<file path="config.mk">
export PLATFORM = sky130hd
export DESIGN_NAME = scan_password
export DESIGN_NICKNAME = d
export VERILOG_FILES = /design/src/rtl/safebox_pkg.sv /design/src/rtl/keypad_scanner.sv /design/src/rtl/scan_password.sv
export SDC_FILE = /design/constraint.sdc
export NUM_CORES = 1
export LEC_CHECK = 0
export ABC_AREA = 1
export ABC_CLOCK_PERIOD_IN_PS = 2350
export CAP_MARGIN = 0
export CORE_UTILIZATION = 55
export CTS_CLUSTER_SIZE = 28
export DETAILED_ROUTE_END_ITERATION = 6
export PLACE_DENSITY = 0.77
export RECOVER_POWER = 25
export SYNTH_ARGS = -nofsm -noshare
export SYNTH_HDL_FRONTEND = slang
export SYNTH_HIERARCHICAL = 1
export SYNTH_SLANG_ARGS = --single-unit
</file>
<file path="constraint.sdc">
create_clock -name clk -period 2.35 [get_ports clk]
set_input_delay 0.235 -clock clk [delete_from_list [all_inputs] [get_ports clk]]
set_output_delay 0.235 -clock clk [all_outputs]
set_load 0.02 [all_outputs]
</file>
<file path="src/rtl/safebox_pkg.sv">
// Shared types and constants for the safe-box keypad front end.
package safebox_pkg;

    localparam int unsigned NUM_DIGITS = 6;
    localparam int unsigned DIGIT_W    = 5;
    localparam int unsigned KEY_W      = 4;

    typedef logic [DIGIT_W-1:0] digit_t;

    localparam digit_t DIGIT_EMPTY = 5'd16;

    localparam logic [3:0] COL_0 = 4'b1110;
    localparam logic [3:0] COL_1 = 4'b1101;
    localparam logic [3:0] COL_2 = 4'b1011;
    localparam logic [3:0] COL_3 = 4'b0111;

    typedef enum logic {
        DEB_RELEASED,
        DEB_PRESSED
    } deb_state_t;

    function automatic logic [3:0] col_drive(input logic [1:0] idx);
        case (idx)
            2'd0:    col_drive = COL_0;
            2'd1:    col_drive = COL_1;
            2'd2:    col_drive = COL_2;
            default: col_drive = COL_3;
        endcase
    endfunction

    // Index of the highest set bit; only meaningful when exactly one bit is set.
    function automatic logic [1:0] row_index(input logic [3:0] low);
        row_index = 2'd0;
        for (int i = 0; i < 4; i++) begin
            if (low[i]) row_index = 2'(i);
        end
    endfunction

endpackage

</file>
<file path="src/rtl/keypad_scanner.sv">
// Column scan, row synchronizer, per-round single-key detection and debounce.
module keypad_scanner
    import safebox_pkg::*;
#(
    parameter int unsigned SCAN_DIV  = 50_000,
    parameter int unsigned DEB_SCANS = 8
) (
    input  logic             clk,
    input  logic             rst_n,
    input  logic [3:0]       row,
    output logic [3:0]       col,
    output logic             key_strobe,
    output logic [KEY_W-1:0] key_code
);

    localparam int unsigned DIV_W = (SCAN_DIV > 1) ? $clog2(SCAN_DIV) : 1;
    localparam int unsigned CNT_W = $clog2(DEB_SCANS + 1);
    localparam logic [DIV_W-1:0] DIV_LAST = DIV_W'(SCAN_DIV - 1);
    localparam logic [CNT_W-1:0] DEB_LAST = CNT_W'(DEB_SCANS - 1);

    logic [DIV_W-1:0] div_cnt;
    logic [1:0]       col_idx;
    logic [3:0]       row_s1, row_s2;
    logic [1:0]       tag_d1, tag_d2;
    logic             acc_hit, acc_multi;
    logic [3:0]       acc_code;

    deb_state_t       state, state_nx;
    logic [CNT_W-1:0] cnt, cnt_nx;
    logic [3:0]       cand_code, cand_nx;
    logic             cand_vld, cand_vld_nx;
    logic             accept_c;
    logic             strobe_nx;
    logic [3:0]       code_nx;

    logic       slot_end_c, round_end_c;
    logic [3:0] low_c;
    logic       one_low_c, multi_c, round_valid_c;
    logic [3:0] sample_code_c, round_code_c;

    // The column tag travels with the row through the synchronizer so each sample
    // is attributed to the column that was actually driven when it was captured.
    always_ff @(posedge clk or negedge rst_n) begin
        if (!rst_n) begin
            div_cnt <= '0;
            col_idx <= 2'd0;
            col     <= COL_0;
            row_s1  <= 4'hF;
            row_s2  <= 4'hF;
            tag_d1  <= 2'd0;
            tag_d2  <= 2'd0;
        end else begin
            row_s1 <= row;
            row_s2 <= row_s1;
            tag_d1 <= col_idx;
            tag_d2 <= tag_d1;
            if (slot_end_c) begin
                div_cnt <= '0;
                col_idx <= col_idx + 2'd1;
                col     <= col_drive(col_idx + 2'd1);
            end else begin
                div_cnt <= div_cnt + DIV_W'(1);
            end
        end
    end

    always_comb begin
        slot_end_c    = (div_cnt == DIV_LAST);
        round_end_c   = slot_end_c && (tag_d2 == 2'd3);
        low_c         = ~row_s2;
        one_low_c     = (low_c != 4'd0) && ((low_c & (low_c - 4'd1)) == 4'd0);
        multi_c       = acc_multi || ((low_c != 4'd0) && !one_low_c) || (one_low_c && acc_hit);
        sample_code_c = {row_index(low_c), tag_d2};
        round_valid_c = (acc_hit || one_low_c) && !multi_c;
        round_code_c  = acc_hit ? acc_code : sample_code_c;
    end

    // Per-round accumulation of key sightings.
    always_ff @(posedge clk or negedge rst_n) begin
        if (!rst_n) begin
            acc_hit   <= 1'b0;
            acc_multi <= 1'b0;
            acc_code  <= 4'd0;
        end else if (slot_end_c) begin
            if (round_end_c) begin
                acc_hit   <= 1'b0;
                acc_multi <= 1'b0;
            end else begin
                acc_multi <= multi_c;
                if (one_low_c && !acc_hit) begin
                    acc_hit  <= 1'b1;
                    acc_code <= sample_code_c;
                end
            end
        end
    end

    always_ff @(posedge clk or negedge rst_n) begin
        if (!rst_n) begin
            state      <= DEB_RELEASED;
            cnt        <= '0;
            cand_code  <= 4'd0;
            cand_vld   <= 1'b0;
            key_strobe <= 1'b0;
            key_code   <= 4'd0;
        end else begin
            state      <= state_nx;
            cnt        <= cnt_nx;
            cand_code  <= cand_nx;
            cand_vld   <= cand_vld_nx;
            key_strobe <= strobe_nx;
            key_code   <= code_nx;
        end
    end

    // Debounce: count identical rounds while released, "none" rounds while pressed.
    always_comb begin
        logic [CNT_W-1:0] prior;
        state_nx    = state;
        cnt_nx      = cnt;
        cand_nx     = cand_code;
        cand_vld_nx = cand_vld;
        accept_c    = 1'b0;
        prior       = '0;
        if (round_end_c) begin
            case (state)
                DEB_RELEASED: begin
                    if (round_valid_c) begin
                        prior = (cand_vld && cand_code == round_code_c) ? cnt : '0;
                        if (prior == DEB_LAST) begin
                            accept_c    = 1'b1;
                            state_nx    = DEB_PRESSED;
                            cnt_nx      = '0;
                            cand_vld_nx = 1'b0;
                        end else begin
                            cnt_nx      = prior + CNT_W'(1);
                            cand_vld_nx = 1'b1;
                        end
                        cand_nx = round_code_c;
                    end else begin
                        cnt_nx      = '0;
                        cand_vld_nx = 1'b0;
                    end
                end
                default: begin
                    if (round_valid_c) begin
                        cnt_nx = '0;
                    end else if (cnt == DEB_LAST) begin
                        state_nx = DEB_RELEASED;
                        cnt_nx   = '0;
                    end else begin
                        cnt_nx = cnt + CNT_W'(1);
                    end
                end
            endcase
        end
    end

    always_comb begin
        strobe_nx = accept_c;
        code_nx   = accept_c ? round_code_c : key_code;
    end

endmodule

</file>
<file path="src/rtl/scan_password.sv">
// Keypad password entry: scanner plus six-digit entry buffer with edge-triggered clears.
module scan_password
    import safebox_pkg::*;
#(
    parameter int unsigned CLK_HZ    = 50_000_000,
    parameter int unsigned SCAN_HZ   = 1_000,
    parameter int unsigned DEB_SCANS = 8
) (
    input  logic       clk,
    input  logic       rst_n,
    input  logic       rst,
    input  logic       rst1,
    input  logic       rst2,
    input  logic       rst3,
    input  logic       rst4,
    input  logic [3:0] row,
    output logic [3:0] col,
    output logic [4:0] p0,
    output logic [4:0] p1,
    output logic [4:0] p2,
    output logic [4:0] p3,
    output logic [4:0] p4,
    output logic [4:0] p5
);

    localparam int unsigned SCAN_DIV = CLK_HZ / SCAN_HZ;

    logic             key_strobe;
    logic [KEY_W-1:0] key_code;
    logic [4:0]       clr_in, clr_prev;
    logic             clr_edge_c;
    logic [2:0]       ptr;
    digit_t           p_q [NUM_DIGITS];

    keypad_scanner #(
        .SCAN_DIV  (SCAN_DIV),
        .DEB_SCANS (DEB_SCANS)
    ) u_scanner (
        .clk        (clk),
        .rst_n      (rst_n),
        .row        (row),
        .col        (col),
        .key_strobe (key_strobe),
        .key_code   (key_code)
    );

    assign clr_in     = {rst, rst1, rst2, rst3, rst4};
    assign clr_edge_c = |(clr_in & ~clr_prev);

    // A clear edge takes priority over a coincident key; the debouncer stays latched,
    // so that key is only reported again after release.
    always_ff @(posedge clk or negedge rst_n) begin
        if (!rst_n) begin
            clr_prev <= 5'd0;
            ptr      <= 3'd0;
            for (int i = 0; i < NUM_DIGITS; i++) p_q[i] <= DIGIT_EMPTY;
        end else begin
            clr_prev <= clr_in;
            if (clr_edge_c) begin
                ptr <= 3'd0;
                for (int i = 0; i < NUM_DIGITS; i++) p_q[i] <= DIGIT_EMPTY;
            end else if (key_strobe && ptr < 3'(NUM_DIGITS)) begin
                p_q[ptr] <= DIGIT_W'(key_code);
                ptr      <= ptr + 3'd1;
            end
        end
    end

    assign p0 = p_q[0];
    assign p1 = p_q[1];
    assign p2 = p_q[2];
    assign p3 = p_q[3];
    assign p4 = p_q[4];
    assign p5 = p_q[5];

endmodule

</file>
# Word level (Yosys, flattened, before mapping)
# Index checks and enable logic that the tools add are counted.
# W data, S select, Z words.
dict set report totals {
  regBits 93
}
dict set report classes {
  reduce_logical 25
  n_eq_ne 7
  bitwise_logic 7
  magnitude_cmp 3
  addsub 6
  mux 31
}
# op count
set op_table {}
lappend op_table {{$mux W30} 2}
lappend op_table {{$bwmux W30} 1}
lappend op_table {{$mux W4} 7}
lappend op_table {{$add A16 B1 Y16 const B} 1}
lappend op_table {{$eq A16 B16 Y1 const B} 1}
lappend op_table {{$mux W16} 1}
lappend op_table {{$demux W5 S3} 1}
lappend op_table {{$mux W1} 13}
lappend op_table {{$pmux W4 S3} 1}
lappend op_table {{$logic_and A1 B1 Y1} 9}
lappend op_table {{$add A4 B1 Y4 const B} 2}
lappend op_table {{$eq A4 B3 Y1 const B} 2}
lappend op_table {{$mux W3} 2}
lappend op_table {{$reduce_and A3 Y1} 2}
lappend op_table {{$and A5 B5 Y5} 1}
lappend op_table {{$mux W5} 1}
lappend op_table {{$not A5 Y5} 1}
lappend op_table {{$reduce_or A5 Y1} 1}
lappend op_table {{$and A4 B4 Y4} 1}
lappend op_table {{$eq A2 B2 Y1 const B} 2}
lappend op_table {{$eq A4 B4 Y1} 1}
lappend op_table {{$ge A4 B4 Y1 const B} 1}
lappend op_table {{$logic_not A4 Y1} 1}
lappend op_table {{$lt A4 B1 Y1 const B} 1}
lappend op_table {{15 further kinds} 23}

# Longest topological paths before layout
dict set report depth {
  ltp_word 14
  mapped_depth 18
  ltp_nobuf 18
}

# Hierarchy
# The synthesis kept the hierarchy.
# module seq_area_each_um2 area_per_inst_um2 cells_each instances
set modules_own_cells {}
lappend modules_own_cells {keypad_scanner 1390.1 2668.8 313 1}
lappend modules_own_cells {scan_password 958.4 1789.2 227 1}

# Worst setup path after synthesis
# Ideal clock, no wire load.
dict set report synth_timing {
  path_type {register to register}
  startpoint {register u_scanner.acc_hit}
  endpoint {register u_scanner.key_code[2]}
  setup_slack_ns 0.337
  arrival_time_ns 1.892
  synth_period_minus_slack_ns 2.013
  stages_incl_launch_ff 18
  t_required_ns 2.229
  path_cell_list {dfrtp_1 -> inv_2 -> nand2_1 -> nand2_1 -> nand2_1 -> nand2_1 -> nand3_2 -> nor2_4 -> nand2_1 -> inv_1 -> ha_1 -> inv_1 -> nor2_1 -> nand3_4 -> clkinv_2 -> nand2_4 -> nand2_1 -> o21ai_1}
}
dict set report synth_between {
  elab_chain_len 9
  word_cells_on_any_way 14
  cone_classes {eq/ne: 2; mux: 6; reduce/logical: 6}
}
# item line
set synth_rtl {}
lappend synth_rtl {{from (decl)} keypad_scanner.sv:25} ;# logic acc_hit, acc_multi;
lappend synth_rtl {{from (signal assigned)} keypad_scanner.sv:81} ;# acc_hit <= 1'b0;
lappend synth_rtl {{from (signal assigned)} keypad_scanner.sv:86} ;# acc_hit <= 1'b0;
lappend synth_rtl {{from (signal assigned)} keypad_scanner.sv:91} ;# acc_hit <= 1'b1;
lappend synth_rtl {{$mux W4} keypad_scanner.sv:75} ;# round_code_c = acc_hit ? acc_code : sample_code_c;
lappend synth_rtl {{$eq A4 B4 Y1} keypad_scanner.sv:129} ;# prior = (cand_vld && cand_code == round_code_c) ? cnt : '0;
lappend synth_rtl {{$logic_and A1 B1 Y1} keypad_scanner.sv:129}
lappend synth_rtl {{$mux W4} keypad_scanner.sv:129}
lappend synth_rtl {{$eq A4 B3 Y1} keypad_scanner.sv:130} ;# if (prior == DEB_LAST) begin
lappend synth_rtl {{$mux W1} keypad_scanner.sv:130}
lappend synth_rtl {{$mux W1} keypad_scanner.sv:128} ;# if (round_valid_c) begin
lappend synth_rtl {{$mux W1} keypad_scanner.sv:126} ;# case (state)
lappend synth_rtl {{$mux W1} keypad_scanner.sv:125} ;# if (round_end_c) begin
lappend synth_rtl {{to (signal assigned)} keypad_scanner.sv:112} ;# key_code <= code_nx;
lappend synth_rtl {{to (decl)} keypad_scanner.sv:13} ;# output logic [KEY_W-1:0] key_code
# Several ways; a longest one is shown, not always the timed one.
# A chain may end at the register's enable or synchronous reset.

# Worst setup path in the final report
dict set report layout_timing {
  startpoint {register u_scanner.row_s2[2]}
  endpoint {register u_scanner.key_code[0]}
}
dict set report layout_between {
  elab_chain_len 14
  word_cells_on_any_way 25
  cone_classes {add/sub: 1; eq/ne: 2; mux: 8; bitwise: 2; reduce/logical: 12}
}
# item line
set layout_rtl {}
lappend layout_rtl {{from (decl)} keypad_scanner.sv:23} ;# logic [3:0] row_s1, row_s2;
lappend layout_rtl {{from (signal assigned)} keypad_scanner.sv:54} ;# row_s2 <= row_s1;
lappend layout_rtl {{$not A4 Y4 (*)} keypad_scanner.sv:70} ;# low_c = ~row_s2;
lappend layout_rtl {{$sub A4 B1 Y4} keypad_scanner.sv:71} ;# one_low_c = (low_c != 4'd0) && ((low_c & (low_c - 4'd1)) == 4'd0);
lappend layout_rtl {{$and A4 B4 Y4} keypad_scanner.sv:71}
lappend layout_rtl {{$logic_not A4 Y1} keypad_scanner.sv:71}
lappend layout_rtl {{$logic_and A1 B1 Y1} keypad_scanner.sv:71}
lappend layout_rtl {{$logic_not A1 Y1} keypad_scanner.sv:72} ;# multi_c = acc_multi || ((low_c != 4'd0) && !one_low_c) || (one_low_c && acc_hit);
lappend layout_rtl {{$logic_and A1 B1 Y1} keypad_scanner.sv:72}
lappend layout_rtl {{$logic_or A1 B1 Y1 (2 in a row)} keypad_scanner.sv:72}
lappend layout_rtl {{$logic_not A1 Y1} keypad_scanner.sv:74} ;# round_valid_c = (acc_hit || one_low_c) && !multi_c;
lappend layout_rtl {{$logic_and A1 B1 Y1} keypad_scanner.sv:74}
lappend layout_rtl {{$mux W1 (*)} keypad_scanner.sv:128}
lappend layout_rtl {{$mux W1 (*)} keypad_scanner.sv:126}
lappend layout_rtl {{$mux W1 (*)} keypad_scanner.sv:125}
# Mark *: on every way between the ends. The rest lies on a longest branch, timed or not.

==> impl_metrics.toml <==
[clock_network]
htree_levels = 3
clk_pin_slew_worst_paths_ns = 0.10
cts.path.max_buffers = 2
cts_buffers = 9
cts-root-buf = "clkbuf_8"
cts_tree = "yes"
worstSkewPairLatency_ns = 0.37
clock-sinks = 93

[sta]
period_needed_ns = 2.17
worst_pin_slew_ns = 1.40
clock-skew-final_ns = 0.0143
fin_crit_sh_pct = 92.4
slew_viol_final = 0
hold_ws_ns = 0.360
finalSetupViolCount = 0
hold_viol = 0
timing.slew.headroom_pct = 6.90
max_freq_mhz = 460

[setup_path]
cp.arrival_ns = 2.44
ff2ff_setup_slack_ns = 0.18
worstPathCellList = "nand2_1 -> nand3_2 -> nand2_1 -> nand2_1 -> nand3_2 -> nor2_4 -> nand2_1 -> inv_1 -> ha_1 -> inv_1 -> nor2_4 -> nand3_4 -> clkinv_2 -> nand2_4 -> nand2_1 -> o21ai_1"
cpPeakStageDelay_ns = 0.57
cp-end-kind = "register"
critPathKind = "register to register"
worstPathRequired_ns = 2.62
crit_path_frequent_cell = "nand2_1"
critPathMaxFanout = 8
cp_slowest_cell = "dfstp_2"
setup.worst_path.start_class = "register"

[placement]
globalplace.congestion = 0.873
placed_area_um2 = 5030
dpl.hpwl_um = 6100
port_buffers = 44

[logic_synthesis]
synth_top_area_share_pct = 42.7
syn_inst = 540
ys.flop_type = "dfrtp_1"
yosysWarnings = 6
ys_async_sr_fraction_pct = 100
synth_seq_cells = 93
synth_area_um2 = 4460
synth_nets = 559
yosysSeqAreaShare_pct = 52.7
synth_cell_types = 34
synth_area_leader_cell = "dfrtp_1"
synth_edf_count = 0
synth_area_leaders = "dfrtp_1, nand2_1, dfstp_2"
synth_area_per_cell_um2 = 8.26

[detailed_routing]
viasPerCell = 5.05
post_drt_wl_per_cell_um = 12.4
wirelength_um = 8720
drt_first_pass_iters = 4
detailroute.via_count = 3566
drtIter0Drc = 146
drtAntennaViolNets = 0
drc_errors = 0

[final_layout]
nNetsFinal = 618
seqCellArea_um2 = 2350
nFillCells = 626
multi_input_area_um2 = 1730
stdcell_area_um2 = 5310
final_cell_mix = "nand2_1, inv_1, dfrtp_1"
layout_commonest_cell = "nand2_1"
insertedDiodeCount = 0
area_delta_synth_final_pct = 19.2
drive_gt1_share_pct = 12.7

[floorplanning]
die_x_um = 92.0
fp.dieH_um = 92.0
fp.dieArea_um2 = 8470
rows = 32
ios = 45
initial_core_util_pct = 57.4
coreArea_um2 = 7770

[global_routing]
grt-ovfl-total = 0
grt_pass1_wl_um = 15600
grt_max_degree = 51
antenna_found_initial = 0
track_usage_pct = 23.3
grt_pass1_vias = 3471

[power]
peakVddDrop_v = 0.000301
power.density_nw_per_um2 = 550
leakagePower_nw = 2.89

[min_path]
hold_path_class = "register to register"

[outcome]
status = "finished clean"

[run]
max_cap_viol_count = 0
[report_power, final]
group | switching [mW] | internal, mW
clock network | 0.590 | 0.612
registers | 0.00602 | 1.62
logic | 0.0673 | 0.0291
[cells by family after synthesis]
logic type,share of synthesized area [%]
xor+xnor,1.96
fa+ha+maj,2.25
simple gates,29.6
buf+inv,8.78
flops,52.7
compound gates,4.69
[critical path: cells and delay by family (launching register included)]
| family | cells | cell delay (ns) |
|---|---|---|
| and+or+nand+nor | 11 | 1.02 |
| DFF | 1 | 0.57 |
| buffers and inverters | 3 | 0.24 |
| adders and majority gates | 1 | 0.17 |
| AOI/OAI and AO/OA | 1 | 0.07 |
[worst paths after layout]
kind,cells after the start,to,start
setup / recovery,16,u_scanner/key_code[0]$_DFFE_PN0P_,u_scanner/row_s2[2]$_DFF_PN1_
hold / removal,0,u_scanner/tag_d2[0]$_DFF_PN0_,u_scanner/tag_d1[0]$_DFF_PN0_
setup reg to reg,16,u_scanner/key_code[0]$_DFFE_PN0P_,u_scanner/row_s2[2]$_DFF_PN1_
hold reg to reg,0,u_scanner/tag_d2[0]$_DFF_PN0_,u_scanner/tag_d1[0]$_DFF_PN0_
max in group asynchronous,3,u_scanner/acc_hit$_DFFE_PN0P_,rst_n
min in group asynchronous,2,p4[0]$_DFFE_PN0P_,rst_n
[per-stage QoR]
step / TNS, ns / power, mW / instances / worst slack, ns / utilization, %
after floorplan: 0 / 1.69 / 540 / 0.337 / -
after global placement: 0 / 1.75 / 685 / 0.216 / 64.8
after detailed placement: 0 / 1.75 / 685 / 0.0656 / 64.8
after CTS: 0 / 2.95 / 702 / 0.0357 / 67.8
after global routing: -0.0221 / 3.02 / 706 / -0.0142 / 68.4
final: 0 / 2.92 / 706 / 0.178 / 68.4
[metal layers]
layer / global-route usage, % / part of all wire (%) / up-vias
li1: - / - / 1791
met1: 29.2 / 43 / 1650
met2: 39.5 / 50 / 108
met3: 5.47 / 4.5 / 17
met4: 7.94 / 1.9 / 0
met5: 0 / 0 / -
[flip-flops by register name, indices dropped and copies added, names as in the netlist, 3 cells and up]
name / count
p3: 5
u_scanner/cand_code: 4
u_scanner/row_s1: 4
u_scanner/key_code: 4
p1: 5
u_scanner/acc_code: 4
u_scanner/cnt: 4
ptr: 3
p0: 5
clr_prev: 5
p5: 5
p4: 5
u_scanner/div_cnt: 16
p2: 5
u_scanner/col: 4
u_scanner/row_s2: 4
[what timing repair did]
item | CTS | global route
endpoints found under the setup margin | 0 | 8
hold buffers | 1 | 0
buffers inserted | 0 | 4
gates resized for setup | 0 | 5
endpoints found under the hold margin | 17 | 0
[cell type report]
type,instances,area share [%]
well taps,102,2.40
inverters,91,6.52
multi-input cells,349,32.6
repair buffers,55,10.0
clock inverters,7,1.93
flip-flops and latches,93,44.2
clock buffers,9,2.33
[cell usage after synthesis (all sizes together), types with 3 or more instances]
| cell | instances |
|---|---|
| nand4 | 6 |
| dfstp | 17 |
| inv | 89 |
| buf | 6 |
| xor2 | 8 |
| a21oi | 8 |
| nand3 | 59 |
| nand2 | 179 |
| a21boi | 3 |
| dfrtp | 76 |
| ha | 8 |
| o21ai | 28 |
| nor3 | 5 |
| nor2 | 38 |
No activity file was read; power rests on OpenSTA's default activity.
